[src/rtl/mips_pipe_pkg.sv]
// Shared definitions for the MIPS pipeline sequencer and its register banks:
// sequencer state encoding plus default register-address width and flush length.
package mips_pipe_pkg;

  localparam int RA_W_DEF     = 5;
  localparam int INIT_CYC_DEF = 4;

  typedef enum logic [1:0] {
    ST_INIT     = 2'd0,
    ST_RUN      = 2'd1,
    ST_MEM_WAIT = 2'd2,
    ST_HALT     = 2'd3
  } state_e;

endpackage

[src/rtl/pipe_hazard_ctrl_ld_use_detect.sv]
// Load-use comparator: flags when the ID instruction reads the register a load
// in EX is about to write. Register 0 is hard-wired and never a hazard.
module ld_use_detect
  import mips_pipe_pkg::*;
#(
  parameter int RA_W = RA_W_DEF
) (
  input  logic [RA_W-1:0] id_rs,
  input  logic [RA_W-1:0] id_rt,
  input  logic            id_use_rs,
  input  logic            id_use_rt,
  input  logic            ex_load,
  input  logic [RA_W-1:0] ex_rt,
  output logic            hazard
);

  logic rs_hit;
  logic rt_hit;

  assign rs_hit = id_use_rs && (id_rs == ex_rt);
  assign rt_hit = id_use_rt && (id_rt == ex_rt);
  assign hazard = ex_load && (ex_rt != '0) && (rs_hit || rt_hit);

endmodule

[src/rtl/pipe_hazard_ctrl.sv]
// Pipeline-bank sequencer: post-clear flush, load-use stall, taken-branch flush,
// data-memory wait stall and memory-timeout halt. Bank controls are decoded
// combinationally from state and inputs so they act in the same cycle.
// Handshake: mem_req/mem_ready -- an access completes in any cycle where both
// are high; mem_req high with mem_ready low freezes PC..EX/MEM and bubbles MEM/WB.
// Optional macro STALL_CNT_EN adds the stall_cnt output and its counter.
// dbg_state exposes the sequencer state for checkers.
module pipe_hazard_ctrl
  import mips_pipe_pkg::*;
#(
  parameter int RA_W     = RA_W_DEF,
  parameter int INIT_CYC = INIT_CYC_DEF,
  parameter int MEM_TMO  = 15
`ifdef STALL_CNT_EN
  , parameter int CNT_W  = 32
`endif
) (
  input  logic            clk,
  input  logic            clear,
  input  logic [RA_W-1:0] id_rs,
  input  logic [RA_W-1:0] id_rt,
  input  logic            id_use_rs,
  input  logic            id_use_rt,
  input  logic            ex_load,
  input  logic [RA_W-1:0] ex_rt,
  input  logic            ex_br_taken,
  input  logic            mem_req,
  input  logic            mem_ready,
  output logic            pc_en,
  output logic            ifid_en,
  output logic            idex_en,
  output logic            exmem_en,
  output logic            memwb_en,
  output logic            ifid_flush,
  output logic            idex_flush,
  output logic            exmem_flush,
  output logic            memwb_flush,
  output logic            mem_err,
  output logic [1:0]      dbg_state
`ifdef STALL_CNT_EN
  , output logic [CNT_W-1:0] stall_cnt
`endif
);

  localparam int         IC_W     = (INIT_CYC > 1) ? $clog2(INIT_CYC) : 1;
  localparam logic [IC_W-1:0] IC_LAST = IC_W'(INIT_CYC - 1);
  localparam logic [8:0] TMO9     = 9'(MEM_TMO);

  state_e          state_q, state_d;
  logic [IC_W-1:0] init_cnt_q, init_cnt_d;
  logic [7:0]      wait_cnt_q, wait_cnt_d;
  logic            mem_err_q, mem_err_d;
  logic            ld_use;
  logic            mem_stall;

  ld_use_detect #(.RA_W(RA_W)) u_ld_use (
    .id_rs     (id_rs),
    .id_rt     (id_rt),
    .id_use_rs (id_use_rs),
    .id_use_rt (id_use_rt),
    .ex_load   (ex_load),
    .ex_rt     (ex_rt),
    .hazard    (ld_use)
  );

  assign mem_stall = mem_req && !mem_ready;
  assign mem_err   = mem_err_q;
  assign dbg_state = state_q;

  // State and counter registers, cleared asynchronously.
  always_ff @(posedge clk or posedge clear) begin
    if (clear) begin
      state_q    <= ST_INIT;
      init_cnt_q <= '0;
      wait_cnt_q <= '0;
      mem_err_q  <= 1'b0;
    end else begin
      state_q    <= state_d;
      init_cnt_q <= init_cnt_d;
      wait_cnt_q <= wait_cnt_d;
      mem_err_q  <= mem_err_d;
    end
  end

  // Next-state and bank-control decode; defaults hold everything idle.
  always_comb begin
    state_d     = state_q;
    init_cnt_d  = init_cnt_q;
    wait_cnt_d  = wait_cnt_q;
    mem_err_d   = mem_err_q;
    pc_en       = 1'b0;
    ifid_en     = 1'b0;
    idex_en     = 1'b0;
    exmem_en    = 1'b0;
    memwb_en    = 1'b0;
    ifid_flush  = 1'b0;
    idex_flush  = 1'b0;
    exmem_flush = 1'b0;
    memwb_flush = 1'b0;
    case (state_q)
      ST_INIT: begin
        {ifid_en, idex_en, exmem_en, memwb_en}             = 4'b1111;
        {ifid_flush, idex_flush, exmem_flush, memwb_flush} = 4'b1111;
        if (init_cnt_q == IC_LAST) begin
          state_d    = ST_RUN;
          init_cnt_d = '0;
        end else begin
          init_cnt_d = init_cnt_q + 1'b1;
        end
      end
      ST_RUN: begin
        if (mem_stall) begin
          // Freeze PC through EX/MEM; branch/load-use re-evaluated after the wait.
          memwb_en    = 1'b1;
          memwb_flush = 1'b1;
          state_d     = ST_MEM_WAIT;
          wait_cnt_d  = 8'd1;
        end else if (ex_br_taken) begin
          {pc_en, ifid_en, idex_en, exmem_en, memwb_en} = 5'b11111;
          ifid_flush = 1'b1;
          idex_flush = 1'b1;
        end else if (ld_use) begin
          // Hold PC and IF/ID one cycle, inject a bubble into ID/EX.
          {idex_en, exmem_en, memwb_en} = 3'b111;
          idex_flush = 1'b1;
        end else begin
          {pc_en, ifid_en, idex_en, exmem_en, memwb_en} = 5'b11111;
        end
      end
      ST_MEM_WAIT: begin
        if (mem_ready) begin
          // Access completes now, so this cycle already advances.
          {pc_en, ifid_en, idex_en, exmem_en, memwb_en} = 5'b11111;
          state_d    = ST_RUN;
          wait_cnt_d = '0;
        end else begin
          memwb_en    = 1'b1;
          memwb_flush = 1'b1;
          if (({1'b0, wait_cnt_q} + 9'd1) >= TMO9) begin
            state_d   = ST_HALT;
            mem_err_d = 1'b1;
          end else begin
            wait_cnt_d = wait_cnt_q + 8'd1;
          end
        end
      end
      ST_HALT: begin
        state_d = ST_HALT;
      end
      default: state_d = ST_INIT;
    endcase
  end

`ifdef STALL_CNT_EN
  logic [CNT_W-1:0] stall_cnt_q, stall_cnt_d;

  // Stall counter: cycles in RUN/MEM_WAIT where the PC is held.
  always_comb begin
    stall_cnt_d = stall_cnt_q;
    if (((state_q == ST_RUN) || (state_q == ST_MEM_WAIT)) && !pc_en)
      stall_cnt_d = stall_cnt_q + 1'b1;
  end

  // Stall counter register.
  always_ff @(posedge clk or posedge clear) begin
    if (clear) stall_cnt_q <= '0;
    else       stall_cnt_q <= stall_cnt_d;
  end

  assign stall_cnt = stall_cnt_q;
`endif

endmodule

[config.mk]
export PLATFORM = sky130hd
export DESIGN_NAME = pipe_hazard_ctrl
export DESIGN_NICKNAME = d
export VERILOG_FILES = /design/src/rtl/mips_pipe_pkg.sv /design/src/rtl/pipe_hazard_ctrl_ld_use_detect.sv /design/src/rtl/pipe_hazard_ctrl.sv
export SDC_FILE = /design/constraint.sdc
export NUM_CORES = 1
export LEC_CHECK = 0
export BUFFER_PORTS_ARGS = -buffer_cell sky130_fd_sc_hd__buf_2
export CAP_MARGIN = 40
export CORE_MARGIN = 3
export CORE_UTILIZATION = 50
export DETAILED_ROUTE_END_ITERATION = 10
export PLACE_DENSITY = 0.79
export SETUP_SLACK_MARGIN = 0.5
export SLEW_MARGIN = 15
export SYNTH_ARGS = -nofsm -noshare
export SYNTH_HDL_FRONTEND = slang
export SYNTH_SLANG_ARGS = --single-unit
export TNS_END_PERCENT = 50
[constraint.sdc]
create_clock -name clk -period 2.22 [get_ports clk]
set_clock_uncertainty 0.05 [all_clocks]
set_input_delay 0.111 -clock clk [delete_from_list [all_inputs] [get_ports clk]]
set_output_delay 0.111 -clock clk [all_outputs]
set_load 0.02 [all_outputs]
==> flow_metrics.env <==
export IMPL_outcome="complete, no violations"
export IMPL_p_sw_share_pct=47.0
export IMPL_power_total_w=0.00193
export IMPL_dp_cells=179
export IMPL_netlist_instances=121
export IMPL_track_usage_pct=22.4
export IMPL_vdd_drop_max_uv=1180
export IMPL_final_common_cell="buf_2"
export IMPL_die_x_um=52.4
export IMPL_async_flop_share_pct=100
export IMPL_p_leak_nw=0.740
export IMPL_vias=1127
export IMPL_setup_viol=0
export IMPL_gp_congestion=0.857
export IMPL_combPwrFrac_pct=72.5
export IMPL_viasPerCell=5.61
export IMPL_p_seq_share_pct=19.5
export IMPL_netlist_area_um2=1080
export IMPL_drcViolationCount=0
export IMPL_n_antenna_cell=0
export IMPL_synth_compound_area_share_pct=21.2
export IMPL_path_cells="ha_4 > nor3_2 > o21ai_1 > o31a_1 > a211o_4 > o21ai_4 > mux2i_1"
export IMPL_crit_type="register to register"
export IMPL_synthToLayoutAreaGrowth_pct=45.3
export IMPL_finalNetCount=207
export IMPL_layoutNonFillerInstCount=201
export IMPL_cts_tree="yes"
export IMPL_drive_gt1_share_pct=48.3
export IMPL_syn_avg_cell_area_um2=8.89
export IMPL_critPathMaxFanout=8
export IMPL_yosysSeqAreaShare_pct=30.2
export IMPL_synth_top_family_by_area="compound AO/OA/AOI/OAI gates"
export IMPL_syn_nets=153
export IMPL_dp_hpwl_um=1880
export IMPL_ys_ff_latch=13
export IMPL_ios=35
export IMPL_synthFlopType="dfrtp_1"
export IMPL_switchingPower_w=0.000907
export IMPL_rsz0062_at_grt="true"
export IMPL_hold_path_class="input pin to register"
export IMPL_start_util_pct=53.8
export IMPL_finalHoldViolations=0
export IMPL_wl_per_cell_um=15.9
export IMPL_synth_simple_area_share_pct=18.1
export IMPL_grt_overflow=0
export IMPL_synth_mux_area_share_pct=5.81
export IMPL_synth_adder_area_share_pct=10.5
export IMPL_setup_tns_ns=0
export IMPL_crit_slowest_cell="dfrtp_2"
export IMPL_port_buffers=34
export IMPL_yosys_area_share_xor_xnor_pct=8.95
export IMPL_clk_pin_slew_ns=0.09
export IMPL_synthDistinctLibCells=38
export IMPL_finalCriticalPeriod_ns=1.94
export IMPL_drt_first_iter_violations=35
export IMPL_grt_max_degree=14
export IMPL_cp_arrival_ns=2.09
export IMPL_insertion_delay_ns=0.29
export IMPL_slowest_delay_ns=0.44
export IMPL_die_y_um=52.4
export IMPL_cts_sinks=13
export IMPL_cap_violations=0
export IMPL_yosysWarningCount=0
export IMPL_p_per_area_nw_per_um2=1230
export IMPL_antenna_found_initial=0
export IMPL_synth_edff_count=0
export IMPL_crit_required_ns=2.38
export IMPL_htreeDepth=1
export IMPL_grt_pass1_wl_um=4620
export IMPL_cts_buffers=3
export IMPL_first_global_vias=1063
export IMPL_cts_max_path_buffers=2
export IMPL_worst_slew_pin_slew_ns=0.502
export IMPL_ant_nets=0
export IMPL_end_kind="register"
export IMPL_power_frac_clock_pct=8.0
export IMPL_fmax_mhz=516
export IMPL_wl_um=3200
export IMPL_dr_pass1_iters=4
export IMPL_layout_common_cells="29 x buf_2, 20 x buf_4, 10 x nand2_1, 10 x xnor2_1, 9 x dfrtp_1"
export IMPL_internal_power_w=0.00102
export IMPL_relSlewSlack_pct=66.5
export IMPL_dieArea_um2=2740
export IMPL_setup_worst_path_start_class="register"
export IMPL_rows=16
export IMPL_finalCritPeriodShare_pct=87.2
export IMPL_core_um2=2000
export IMPL_slew_violations=0
export IMPL_cts_root_buf="clkbuf_4"
## flip-flops by register name, summed over array words and instances (netlist names)
register / count
wait_cnt_q: 8
dbg_state: 2
init_cnt_q: 2
mem_err: 1
## area by class of cell
cell class / count / area [um2]
multi-input combinational: 94 / 800
fill: 130 / 438
sequential: 13 / 330
timing repair buffer: 52 / 328
inverter: 11 / 46.3
tap: 27 / 33.8
clock buffer: 4 / 26.3
## Yosys cell counts, types with 2 or more instances
cell	n	area, um2
inv_1	11	41.3
clkbuf_1	2	7.51
a21o_1	3	22.5
o22ai_1	3	18.8
nand4_1	2	12.5
o21ai_0	2	10.0
nand2_1	10	37.5
dfrtp_1	13	325
xnor2_1	10	87.6
mux2_2	2	22.5
mux2i_1	4	40.0
o31a_1	2	17.5
nor2b_1	7	43.8
and3_1	2	12.5
o21bai_1	2	15.0
nor3_1	3	15.0
o21ai_1	2	10.0
ha_1	9	113
a21oi_1	4	20.0
nor2_1	9	33.8
nand3_1	2	10.0
## power groups by stage
stage	clock [W]	sequential, W	combinational, W
global route	0.000163	0.000382	0.00149
finish	0.000155	0.000375	0.00140
global placement	0	0.000380	0.000878
CTS	0.000154	0.000370	0.00119
floorplan	0	0.000392	0.000674
detailed placement	0	0.000385	0.000896
## per-layer routing
metal / vias up / GRT usage [%] / part of all wire, %
li1: 531 / - / -
met1: 531 / 24.6 / 39
met2: 53 / 43.6 / 53
met3: 12 / 4.27 / 5.8
met4: 0 / 4.26 / 2.3
met5: - / 0 / 0
## path summary, 6_finish.rpt
path / slack (ns) / startpoint / depth (start not counted) / to
max: 0.28 / wait_cnt_q[0] / 7 / dbg_state[0]
min: 0.22 / mem_ready / 3 / wait_cnt_q[0]
max reg2reg: 0.28 / wait_cnt_q[0] / 7 / dbg_state[0]
min reg2reg: 0.42 / mem_err / 1 / mem_err
max in group asynchronous: 1.41 / clear / 3 / wait_cnt_q[1]
min in group asynchronous: 0.33 / clear / 3 / init_cnt_q[0]
## through the flow
stage                     utilization [%]  hold slack (ns)  cell area (um2)  setup slack (ns)
after floorplan                         -          -0.0622             1110             0.377
final                                78.1            0.219             1560             0.283
after global placement               64.6           0.0954             1290             0.323
after global routing                 78.1            0.235             1560             0.195
after detailed placement             64.6            0.108             1290             0.258
after CTS                            74.7            0.176             1500             0.302
## cells by family after synthesis
family | count (synthesis)
compound gates | 29
buf+inv | 14
flops | 13
xor+xnor | 11
simple gates | 39
fa+ha+maj | 9
mux | 6
## what timing repair did
action	CTS	global route
buffers inserted	14	3
gates resized for setup	18	12
pin swaps	7	6
hold buffers	1	0
hold endpoints to repair	13	0
endpoints found under the setup margin	18	18
## worst max-delay path: cells and delay by family, from the launching register on
family / cells / cell delay, ns
flip-flops: 1 / 0.44
AO/OA/AOI/OAI: 4 / 0.85
adder cells (fa/ha/maj): 1 / 0.17
AND/OR/NAND/NOR: 1 / 0.10
multiplexers: 1 / 0.23
Power figures use the tool's default switching activity.
